===== src/rtl/tlb_cmd_unit.sv =====
// CP0 TLB instruction sequencer (TLBP/TLBR/TLBWI/TLBWR) driving the 32-entry tlb array.
// Optional feature macro: TLB_RANDOM_EN enables the Random counter used by TLBWR.
module tlb_cmd_unit (
  input  logic        clk,
  input  logic        reset,
  input  logic        req_valid,
  input  logic [1:0]  req_op,
  output logic        req_ready,
  output logic        done,
  input  logic [4:0]  cp0_index,
  input  logic [4:0]  cp0_wired,
  input  logic        wired_we,
  input  logic [18:0] cp0_vpn2,
  input  logic [7:0]  cp0_asid,
  input  logic [11:0] cp0_pagemask,
  input  logic [25:0] cp0_lo0,
  input  logic [25:0] cp0_lo1,
  output logic [4:0]  random,
  output logic        tlb_wen,
  output logic [4:0]  tlb_windex,
  output logic [89:0] tlb_wentry,
  output logic        srch_en,
  output logic [18:0] srch_vpn2,
  output logic [7:0]  srch_asid,
  input  logic        srch_hit,
  input  logic [4:0]  srch_index,
  output logic        rd_en,
  output logic [4:0]  rd_index,
  input  logic [89:0] rd_entry,
  output logic        idx_we,
  output logic        idx_p,
  output logic [4:0]  idx_val,
  output logic        ent_we,
  output logic [18:0] ent_vpn2,
  output logic [7:0]  ent_asid,
  output logic [11:0] ent_pagemask,
  output logic [25:0] ent_lo0,
  output logic [25:0] ent_lo1
);

  localparam int unsigned IDX_W   = 5;
  localparam int unsigned ENTRY_W = 90;
  localparam logic [IDX_W-1:0] RAND_MAX = 5'd31;

  localparam logic [1:0] OP_TLBP  = 2'b00;
  localparam logic [1:0] OP_TLBR  = 2'b01;
  localparam logic [1:0] OP_TLBWI = 2'b10;
  localparam logic [1:0] OP_TLBWR = 2'b11;

  typedef enum logic [2:0] {
    S_IDLE,
    S_SRCH,
    S_SWAIT,
    S_READ,
    S_RWAIT,
    S_WRITE
  } state_t;

  state_t            state;
  logic [IDX_W-1:0]  wr_index;
  logic              wr_g;
  logic [ENTRY_W-1:0] wr_entry;

`ifdef TLB_RANDOM_EN
  logic [IDX_W-1:0] random_q;

  // Random walks down from 31 and reloads once it reaches the wired boundary
  always_ff @(posedge clk or posedge reset) begin
    if (reset) begin
      random_q <= RAND_MAX;
    end else if (wired_we) begin
      random_q <= RAND_MAX;
    end else if (random_q <= cp0_wired) begin
      random_q <= RAND_MAX;
    end else begin
      random_q <= random_q - 5'd1;
    end
  end

  assign random   = random_q;
  assign wr_index = (req_op == OP_TLBWR) ? random_q : cp0_index;
`else
  logic unused_wired;

  assign unused_wired = ^{cp0_wired, wired_we};
  assign random       = RAND_MAX;
  assign wr_index     = cp0_index;
`endif

  // Entry is global only when both halves are marked global
  assign wr_g     = cp0_lo0[0] & cp0_lo1[0];
  assign wr_entry = {cp0_vpn2, cp0_asid, cp0_pagemask, wr_g,
                     cp0_lo0[25:6], cp0_lo0[5:1], cp0_lo1[25:6], cp0_lo1[5:1]};

  always_ff @(posedge clk or posedge reset) begin
    if (reset) begin
      state      <= S_IDLE;
      req_ready  <= 1'b1;
      done       <= 1'b0;
      tlb_wen    <= 1'b0;
      tlb_windex <= '0;
      tlb_wentry <= '0;
      srch_en    <= 1'b0;
      srch_vpn2  <= '0;
      srch_asid  <= '0;
      rd_en      <= 1'b0;
      rd_index   <= '0;
      idx_we     <= 1'b0;
      ent_we     <= 1'b0;
    end else begin
      done    <= 1'b0;
      tlb_wen <= 1'b0;
      srch_en <= 1'b0;
      rd_en   <= 1'b0;
      idx_we  <= 1'b0;
      ent_we  <= 1'b0;
      case (state)
        S_IDLE: begin
          if (req_valid && req_ready) begin
            req_ready <= 1'b0;
            case (req_op)
              OP_TLBP: begin
                state     <= S_SRCH;
                srch_en   <= 1'b1;
                srch_vpn2 <= cp0_vpn2;
                srch_asid <= cp0_asid;
              end
              OP_TLBR: begin
                state    <= S_READ;
                rd_en    <= 1'b1;
                rd_index <= cp0_index;
              end
              OP_TLBWI, OP_TLBWR: begin
                state      <= S_WRITE;
                tlb_wen    <= 1'b1;
                done       <= 1'b1;
                tlb_windex <= wr_index;
                tlb_wentry <= wr_entry;
              end
            endcase
          end
        end
        S_SRCH: begin
          state  <= S_SWAIT;
          idx_we <= 1'b1;
          done   <= 1'b1;
        end
        S_READ: begin
          state  <= S_RWAIT;
          ent_we <= 1'b1;
          done   <= 1'b1;
        end
        S_SWAIT, S_RWAIT, S_WRITE: begin
          state     <= S_IDLE;
          req_ready <= 1'b1;
        end
        default: begin
          state     <= S_IDLE;
          req_ready <= 1'b1;
        end
      endcase
    end
  end

  // Array results arrive in the update cycle itself, so the update payload is taken straight from them
  assign idx_p   = idx_we & ~srch_hit;
  assign idx_val = (idx_we && srch_hit) ? srch_index : '0;

  assign ent_vpn2     = ent_we ? rd_entry[89:71] : '0;
  assign ent_asid     = ent_we ? rd_entry[70:63] : '0;
  assign ent_pagemask = ent_we ? rd_entry[62:51] : '0;
  assign ent_lo0      = ent_we ? {rd_entry[49:30], rd_entry[29:25], rd_entry[50]} : '0;
  assign ent_lo1      = ent_we ? {rd_entry[24:5], rd_entry[4:0], rd_entry[50]} : '0;

endmodule

===== config.mk =====
export PLATFORM = sky130hd
export DESIGN_NAME = tlb_cmd_unit
export DESIGN_NICKNAME = d
export VERILOG_FILES = /design/src/rtl/tlb_cmd_unit.sv
export SDC_FILE = /design/constraint.sdc
export NUM_CORES = 1
export LEC_CHECK = 0
export ABC_AREA = 1
export CAP_MARGIN = 20
export CORE_AREA = 2 2 168 170
export DETAILED_ROUTE_END_ITERATION = 10
export DIE_AREA = 0 0 170 172
export PLACE_DENSITY = 0.55
export SYNTH_ARGS = -nofsm -noshare
export SYNTH_HDL_FRONTEND = slang
export SYNTH_SLANG_ARGS = --single-unit

===== constraint.sdc =====
create_clock -name clk -period 13.05 [get_ports clk]
set_input_delay 2.61 -clock clk [delete_from_list [all_inputs] [get_ports clk]]
set_output_delay 2.61 -clock clk [all_outputs]
set_load 0.02 [all_outputs]

# After elaboration in Yosys (flattened, before gate mapping)
# Index checks and enable logic that the tools add are counted.
# op_classes
eq_ne	6
muxes	23
n_bitwise	4
n_reduce_logical	10
# op_table
cell	n
$mux W26	2
$mux W19	1
$pmux W3 S3	2
$mux W1	12
$mux W12	1
$reduce_and A3 Y1	3
$mux W8	1
$mux W5	1
$eq A2 B2 Y1 const B	2
$pmux W1 S2	2
$reduce_or A2 Y1	2
$eq A3 B1 Y1 const B	1
$eq A3 B2 Y1 const B	1
$logic_not A3 Y1	1
$mux W3	1
$and A1 B1 Y1	2
$eq A2 B1 Y1 const B	1
$logic_and A1 B1 Y1	2
$logic_not A2 Y1	1
$ne A2 B2 Y1 const B	1
$not A1 Y1	2
$reduce_and A2 Y1	1
# totals
reg_bits	137
in_bits	203
out_inout_bits	236

# Longest topological paths before layout
# Gate-level depths: netlist of the first run.
# depth
ltp_word	5
mapped_depth	8

# Worst setup path after synthesis of the first run
# Ideal clock, no wire load.
# synth_path
kind	input to output
start	input srch_hit
end	output idx_val[0]
arrival_time_ps	3005
t_required_ps	10440
slack_ps	7435
path_stages	2
cell_sequence	nand2_1 > nor2_1
# synth_via
elab_chain_len	2
# synth_lines
item	line	source
start, declared	25	input logic srch_hit,
$logic_and A1 B1 Y1	167	assign idx_val = (idx_we && srch_hit) ? srch_index : '0;
$mux W5	167	
end, declared	32	output logic [4:0] idx_val,
# No other way between the ends.

# Final worst setup path of the first run
# layout_path
start	input srch_hit
end	output idx_val[3]
# The elaborated chain is that of the path after synthesis.

==> impl_metrics.py, run 1 <==
metrics = {
    "power": {
        "totalPowerFinal_mw": 2.222,
        "seq_power_share": 0.319,
        "pwr-share-comb": 0.475,
        "power.switching_uw": 888.8,
        "cellPowerDensity_nw_per_um2": 198.6,
        "switching_share": 0.4000,
        "internal_power_mw": 1.333,
        "max-vdd-ir-drop_v": 0.00009609,
        "p_clk_frac": 0.207,
        "leakagePower_nw": 5.860,
    },
    "worst_setup_path": {
        "setup_crit_end_kind": "output pin",
        "required_ns": 10.44,
        "startpoint_type": "input port",
        "crit_fanout": 5,
        "cp_data_arrival_time_ns": 4.08,
        "criticalPathCategory": "input port to output pin",
    },
    "detailed_routing": {
        "wirelength_mm": 27.28,
        "postRouteAntennaNets": 0,
        "initial_drc_count": 302,
        "num_vias": 6361,
        "routed_via_density": 4.041,
        "post-route-drc-count": 0,
        "detailedRoute.firstPassIterationCount": 4,
        "drt-wirelength-per-cell_um": 17.33,
    },
    "yosys": {
        "cell_variety_after_synth": 17,
        "syn_inst": 796,
        "yosys_reg_bits": 137,
        "syn_avg_cell_area_um2": 7.630,
        "ys_warn_count": 0,
        "synth.yosys.seq_area_share": 0.5647,
        "netlist_area_um2": 6073,
    },
    "clock_network": {
        "clkSlewWorstSetupHoldPaths_ns": 0.06,
        "post_cts_resize_count": 0,
        "tritoncts_clock_tree": "done",
        "worst_skew_pair.late_latency_ns": 0.42,
        "ctsHoldBuffers": 0,
        "cts-htree-levels": 4,
        "post-cts-setup-buffers": 0,
        "clock-sinks": 137,
        "cts_buffer_depth": 2,
        "cts.root.buffer_cell": "clkbuf_16",
        "tritoncts.num_buffers": 17,
    },
    "run": {
        "maxCapViolations": 0,
    },
    "timing": {
        "finalCriticalPeriod_ns": 6.687,
        "final.setup.tns_ns": 0,
        "worst_clock_skew_ns": 0.01250,
        "post_route_worst_setup_slack_ns": 6.363,
        "finalMaxSlewViolations": 0,
        "setup_viol_count_final": 0,
        "rsz0062_at_grt": "false",
        "maxClockFrequency_mhz": 149.6,
        "timing_worst_slew_pin_value_ns": 0.9231,
        "final-hold-violation-count": 0,
        "timing.slew.headroom": 0.3846,
        "fin_worst_hold_slack_ns": 0.4685,
        "period_utilisation_layout": 0.5124,
    },
    "global_route": {
        "grt_first_pass_wirelength_mm": 39.03,
        "antenna_found_initial": 8,
        "globalRouteOverflowTotal": 0,
        "pin_count_of_the_biggest_net_entering_global_routing": 92,
        "gr-usage-all-layers": 0.1822,
        "first_global_vias": 6255,
    },
    "floorplan": {
        "chipWidth_um": 170,
        "floorplan.initialDensity": 0.2210,
        "io_pins": 439,
        "fp.coreArea_um2": 27480,
        "placementRows": 61,
        "overall_die_height_um": 172,
        "die_area_um2": 29240,
    },
    "cells_and_area": {
        "finish.instance_area_um2": 11190,
        "fillers": 2819,
        "fin_nets": 1410,
        "area_growth_synth_to_finish_pct": 84.18,
        "proportion_of_layout_cells_with_a_drive_suffix_above_1": 0.03770,
    },
    "placed_design": {
        "finalWeightedCongestion": 0.7774,
        "dpl.hpwl_mm": 20.89,
        "buffer_ports.inserted": 427,
        "placed_cell_area_um2": 10610,
        "place_worst_setup_slack_ns": 6.350,
    },
    "min_path": {
        "min_path_type": "flip-flop to flip-flop",
    },
    "run_status": {
        "outcome": "finished, final reports clean",
    },
}
[sequential cells by signal, summed over array words and instances (netlist names), 3 cells and up]
register    count
rd_index        5
srch_asid       8
tlb_windex      5
state           3
tlb_wentry     90
srch_vpn2      19
[area by class of cell]
class	count	area (µm²)	share of cell area
Inverter	109	416.7	0.03725
Timing Repair Buffer	431	4324	0.3866
Clock buffer	19	442.9	0.03960
Tap cell	346	432.9	0.03870
Multi-Input combinational cell	511	2009	0.1796
Antenna cell	8	20.02	0.001790
Sequential cell	137	3431	0.3067
Clock inverter	13	108.9	0.009732
[through the flow]
stage / utilization / cells
6_report: 0.4071 / 1574
5_1_grt: 0.4070 / 1573
4_1_cts: 0.4064 / 1566
3_5_place_dp: 0.3863 / 1534
3_3_place_gp: 0.3853 / 1533
2_1_floorplan: - / 800
[critical path: stages]
cell	delay, ns
clkdlybuf4s50_1	0.50
nand2_1	0.12
nor2_1	0.11
clkdlybuf4s50_1	0.74
[Yosys cell counts]
| master | instances | area [µm²] |
|---|---|---|
| dfrtp_1 | 136 | 3403 |
| inv_1 | 108 | 405.4 |
| buf_2 | 19 | 95.09 |
| o21a_1 | 1 | 7.510 |
| nand2_1 | 454 | 1704 |
| dfstp_2 | 1 | 26.28 |
| nand2_2 | 1 | 6.260 |
| inv_4 | 1 | 6.260 |
| conb_1 | 1 | 3.750 |
| clkbuf_1 | 11 | 41.29 |
| nand2_4 | 2 | 22.52 |
| nor2_2 | 1 | 6.260 |
| nand3_1 | 36 | 180.2 |
| nor2_1 | 8 | 30.03 |
| buf_4 | 12 | 90.09 |
| nor2_4 | 3 | 33.78 |
| buf_6 | 1 | 11.26 |
[power groups by stage]
stage	Sequential, mW	Clock [mW]	Combinational [mW]
2_1_floorplan	0.935	0	0.281
3_3_place_gp	0.707	0	1.06
3_5_place_dp	0.712	0	1.07
4_1_cts	0.709	0.475	1.07
5_1_grt	0.733	0.494	1.14
6_report	0.708	0.460	1.05
[path summary, 6_finish.rpt]
check | cells past startpoint | slack (ns) | startpoint | to
setup reg to reg | 5 | 10.58 | req_ready$_DFFE_PP1P_ | tlb_wentry[20]$_DFFE_PP0P_
min in group asynchronous | 2 | 2.71 | reset | tlb_wentry[41]$_DFFE_PP0P_
hold / removal | 2 | 0.47 | rd_index[0]$_DFFE_PP0P_ | rd_index[0]$_DFFE_PP0P_
setup / recovery | 4 | 6.36 | srch_hit | idx_val[3]
max in group asynchronous | 3 | 9.01 | reset | tlb_wentry[64]$_DFFE_PP0P_
hold reg to reg | 2 | 0.47 | rd_index[0]$_DFFE_PP0P_ | rd_index[0]$_DFFE_PP0P_
[logic make-up after synthesis]
group / after synthesis / share of synthesized area
AND/OR/NAND/NOR: 505 / 0.3265
other: 1 / 0.0006175
buffers and inverters: 152 / 0.1069
AO/OA/AOI/OAI: 1 / 0.001237
flip-flops: 137 / 0.5647
[layer usage]
layer	global-route usage	up-vias	part of all wire
met4	0.08138	0	0.025
met1	0.1991	2974	0.38
li1	-	3123	-
met5	0	-	0
met3	0.05882	25	0.074
met2	0.3235	239	0.52
[placed cells by master (no fill, tap or decap), types with 2 or more instances in the layout]
cell	count
nand3_1	36
inv_1	107
nand2_4	2
nor2_4	3
nand2_1	454
diode_2	8
clkinv_2	2
buf_4	3
conb_1	5
clkdlybuf4s50_1	427
dfrtp_1	135
clkbuf_16	17
clkinv_4	3
nor2_1	8
inv_8	2
clkinvlp_4	2
inv_6	5
Power figures use the tool's default switching activity.
==> inputs of run 2 (changes only) <==
--- a/config.mk
+++ b/config.mk
@@ -7,10 +7,10 @@
 export LEC_CHECK = 0
 export ABC_AREA = 1
 export CAP_MARGIN = 20
-export CORE_AREA = 2 2 168 170
+export CORE_AREA = 2 2 173 175
 export DETAILED_ROUTE_END_ITERATION = 10
-export DIE_AREA = 0 0 170 172
-export PLACE_DENSITY = 0.55
+export DIE_AREA = 0 0 175 177
+export PLACE_DENSITY = 0.54
 export SYNTH_ARGS = -nofsm -noshare
 export SYNTH_HDL_FRONTEND = slang
 export SYNTH_SLANG_ARGS = --single-unit
==> constraint.sdc (replaced) <==
create_clock -name clk -period 5.6 [get_ports clk]
set_input_delay 1.12 -clock clk [delete_from_list [all_inputs] [get_ports clk]]
set_output_delay 1.12 -clock clk [all_outputs]
set_load 0.02 [all_outputs]
==> run 2 against run 1 <==
Net effect:
- power rose by 130%
- wire length fell by 3.1%
- clock power grew 140%
- sequential share of layout area is 0.17 points lower
- die area grew 5.9%
- clock skew up 0.016 ns
- clock-buffer cell count is 1 lower
- first-iteration DRC count down 19%
==> impl_metrics.py, run 2 (synthesis gave the netlist of run 1 again) <==
metrics = {
    "power": {
        "max-vdd-ir-drop_v": 0.0001952,
        "cellPowerDensity_nw_per_um2": 463.7,
        "leakagePower_nw": 5.862,
        "totalPowerFinal_mw": 5.216,
    },
    "detailed_routing": {
        "postRouteAntennaNets": 0,
        "num_vias": 6290,
        "initial_drc_count": 246,
        "routed_via_density": 3.883,
        "post-route-drc-count": 0,
        "drt-wirelength-per-cell_um": 16.31,
        "wirelength_mm": 26.43,
        "detailedRoute.firstPassIterationCount": 4,
    },
    "timing": {
        "worst_clock_skew_ns": 0.02870,
        "finalMaxSlewViolations": 0,
        "rsz0062_at_grt": "false",
        "timing_worst_slew_pin_value_ns": 0.8489,
        "timing.slew.headroom": 0.4328,
        "final.setup.tns_ns": 0,
        "finalCriticalPeriod_ns": 3.739,
        "final-hold-violation-count": 0,
        "period_utilisation_layout": 0.6677,
        "setup_viol_count_final": 0,
        "maxClockFrequency_mhz": 267.5,
    },
    "floorplan": {
        "chipWidth_um": 175,
        "floorplan.initialDensity": 0.2077,
        "io_pins": 439,
        "fp.coreArea_um2": 29240,
        "die_area_um2": 30980,
        "overall_die_height_um": 177,
        "placementRows": 63,
    },
    "run": {
        "maxCapViolations": 0,
    },
    "placed_design": {
        "buffer_ports.inserted": 427,
        "dpl.hpwl_mm": 20.28,
        "finalWeightedCongestion": 0.7640,
        "placed_instances": 1580,
    },
    "clock_network": {
        "clkSlewWorstSetupHoldPaths_ns": 0.06,
        "cts-htree-levels": 4,
        "worst_skew_pair.late_latency_ns": 0.43,
        "clock-sinks": 137,
        "ctsHoldBuffers": 0,
        "cts_buffer_depth": 2,
        "post_cts_resize_count": 0,
        "cts.root.buffer_cell": "clkbuf_16",
        "tritoncts.num_buffers": 17,
        "tritoncts_clock_tree": "done",
        "post-cts-setup-buffers": 0,
    },
    "global_route": {
        "grt_first_pass_wirelength_mm": 38.77,
        "pin_count_of_the_biggest_net_entering_global_routing": 86,
        "globalRouteOverflowTotal": 0,
        "antenna_found_initial": 11,
        "first_global_vias": 6205,
        "gr-usage-all-layers": 0.1680,
    },
    "cells_and_area": {
        "fin_nets": 1412,
        "layout.cells.most_common": "nand2_1",
        "fin_cells": 1620,
        "proportion_of_layout_cells_with_a_drive_suffix_above_1": 0.03928,
        "mostFrequentLayoutCells": "454 x nand2_1, 427 x clkdlybuf4s50_1, 135 x dfrtp_1, 107 x inv_1, 36 x nand3_1",
        "largest_registers": "tlb_wentry x90, srch_vpn2 x19, srch_asid x8",
        "regMostFlops": "tlb_wentry",
        "largest_register_ffs": 90,
        "area_growth_synth_to_finish_pct": 85.21,
    },
    "worst_setup_path": {
        "required_ns": 4.48,
        "startpoint_type": "flip-flop",
        "crit_fanout": 50,
        "setup_crit_end_kind": "output pin",
        "criticalPathCategory": "flip-flop to output pin",
        "cp_data_arrival_time_ns": 2.62,
    },
    "min_path": {
        "min_path_type": "flip-flop to flip-flop",
    },
    "run_status": {
        "outcome": "finished, final reports clean",
    },
}
## run 2: cell count changes in the layout (fill, tap and decap cells not counted)
cell	previous run	this run
buf_16	1	0
inv_8	2	1
clkinvlp_4	2	3
clkinv_4	3	1
clkbuf_8	1	0
bufinv_16	0	1
inv_6	5	7
buf_4	3	6
## run 2: through the flow
step	utilization	cell area, µm²	hold WS (ns)	setup slack, ns
2_1_floorplan	-	6088	0.5058	0.8138
3_3_place_gp	0.3647	10660	0.4522	1.898
3_5_place_dp	0.3647	10660	0.4571	1.884
4_1_cts	0.3839	11230	0.4724	1.773
5_1_grt	0.3842	11240	0.4899	1.628
6_report	0.3846	11250	0.4680	1.861
## run 2: worst paths after layout
check,to,slack [ns],depth (start not counted),startpoint
worst max-delay path,ent_lo0[9],1.86,4,ent_we$_DFF_PP0_
worst min-delay path,tlb_wentry[1]$_DFFE_PP0P_,0.47,2,tlb_wentry[1]$_DFFE_PP0P_
min in group asynchronous,tlb_wentry[52]$_DFFE_PP0P_,1.23,2,reset
worst min register to register,tlb_wentry[1]$_DFFE_PP0P_,0.47,2,tlb_wentry[1]$_DFFE_PP0P_
max in group asynchronous,tlb_wentry[15]$_DFFE_PP0P_,3.41,3,reset
worst max register to register,srch_vpn2[18]$_DFFE_PP0P_,3.19,5,req_ready$_DFFE_PP1P_
## run 2: layout make-up
| class | instances | area, µm² |
|---|---|---|
| Fill cell | 3035 | 18000 |
| Multi-Input combinational cell | 511 | 2009 |
| Inverter | 109 | 416.7 |
| Clock inverter | 14 | 135.1 |
| Clock buffer | 18 | 429.2 |
| Antenna cell | 8 | 20.02 |
| Tap cell | 390 | 488.0 |
| Sequential cell | 137 | 3431 |
| Timing Repair Buffer | 433 | 4319 |
## run 2: worst max-delay path, stage by stage, from the launching register on
cell and delay [ns]:
dfrtp_2 0.84, buf_4 0.53, nand2_1 0.09, inv_1 0.07, clkdlybuf4s50_1 0.66
## run 2: power breakdown
part,total (mW),switching [mW],leakage [nW],internal (mW)
Clock,1.11,0.487,0.270,0.622
Combinational,2.45,1.36,3.86,1.09
Sequential,1.66,0.240,1.73,1.42
## run 2: metal layers
metal | vias to the layer above | part of all wire | GRT usage
met3 | 18 | 0.090 | 0.06744
met2 | 249 | 0.51 | 0.2958
met1 | 2893 | 0.39 | 0.1883
met5 | - | 0 | 0
li1 | 3130 | - | -
met4 | 0 | 0.0098 | 0.04514
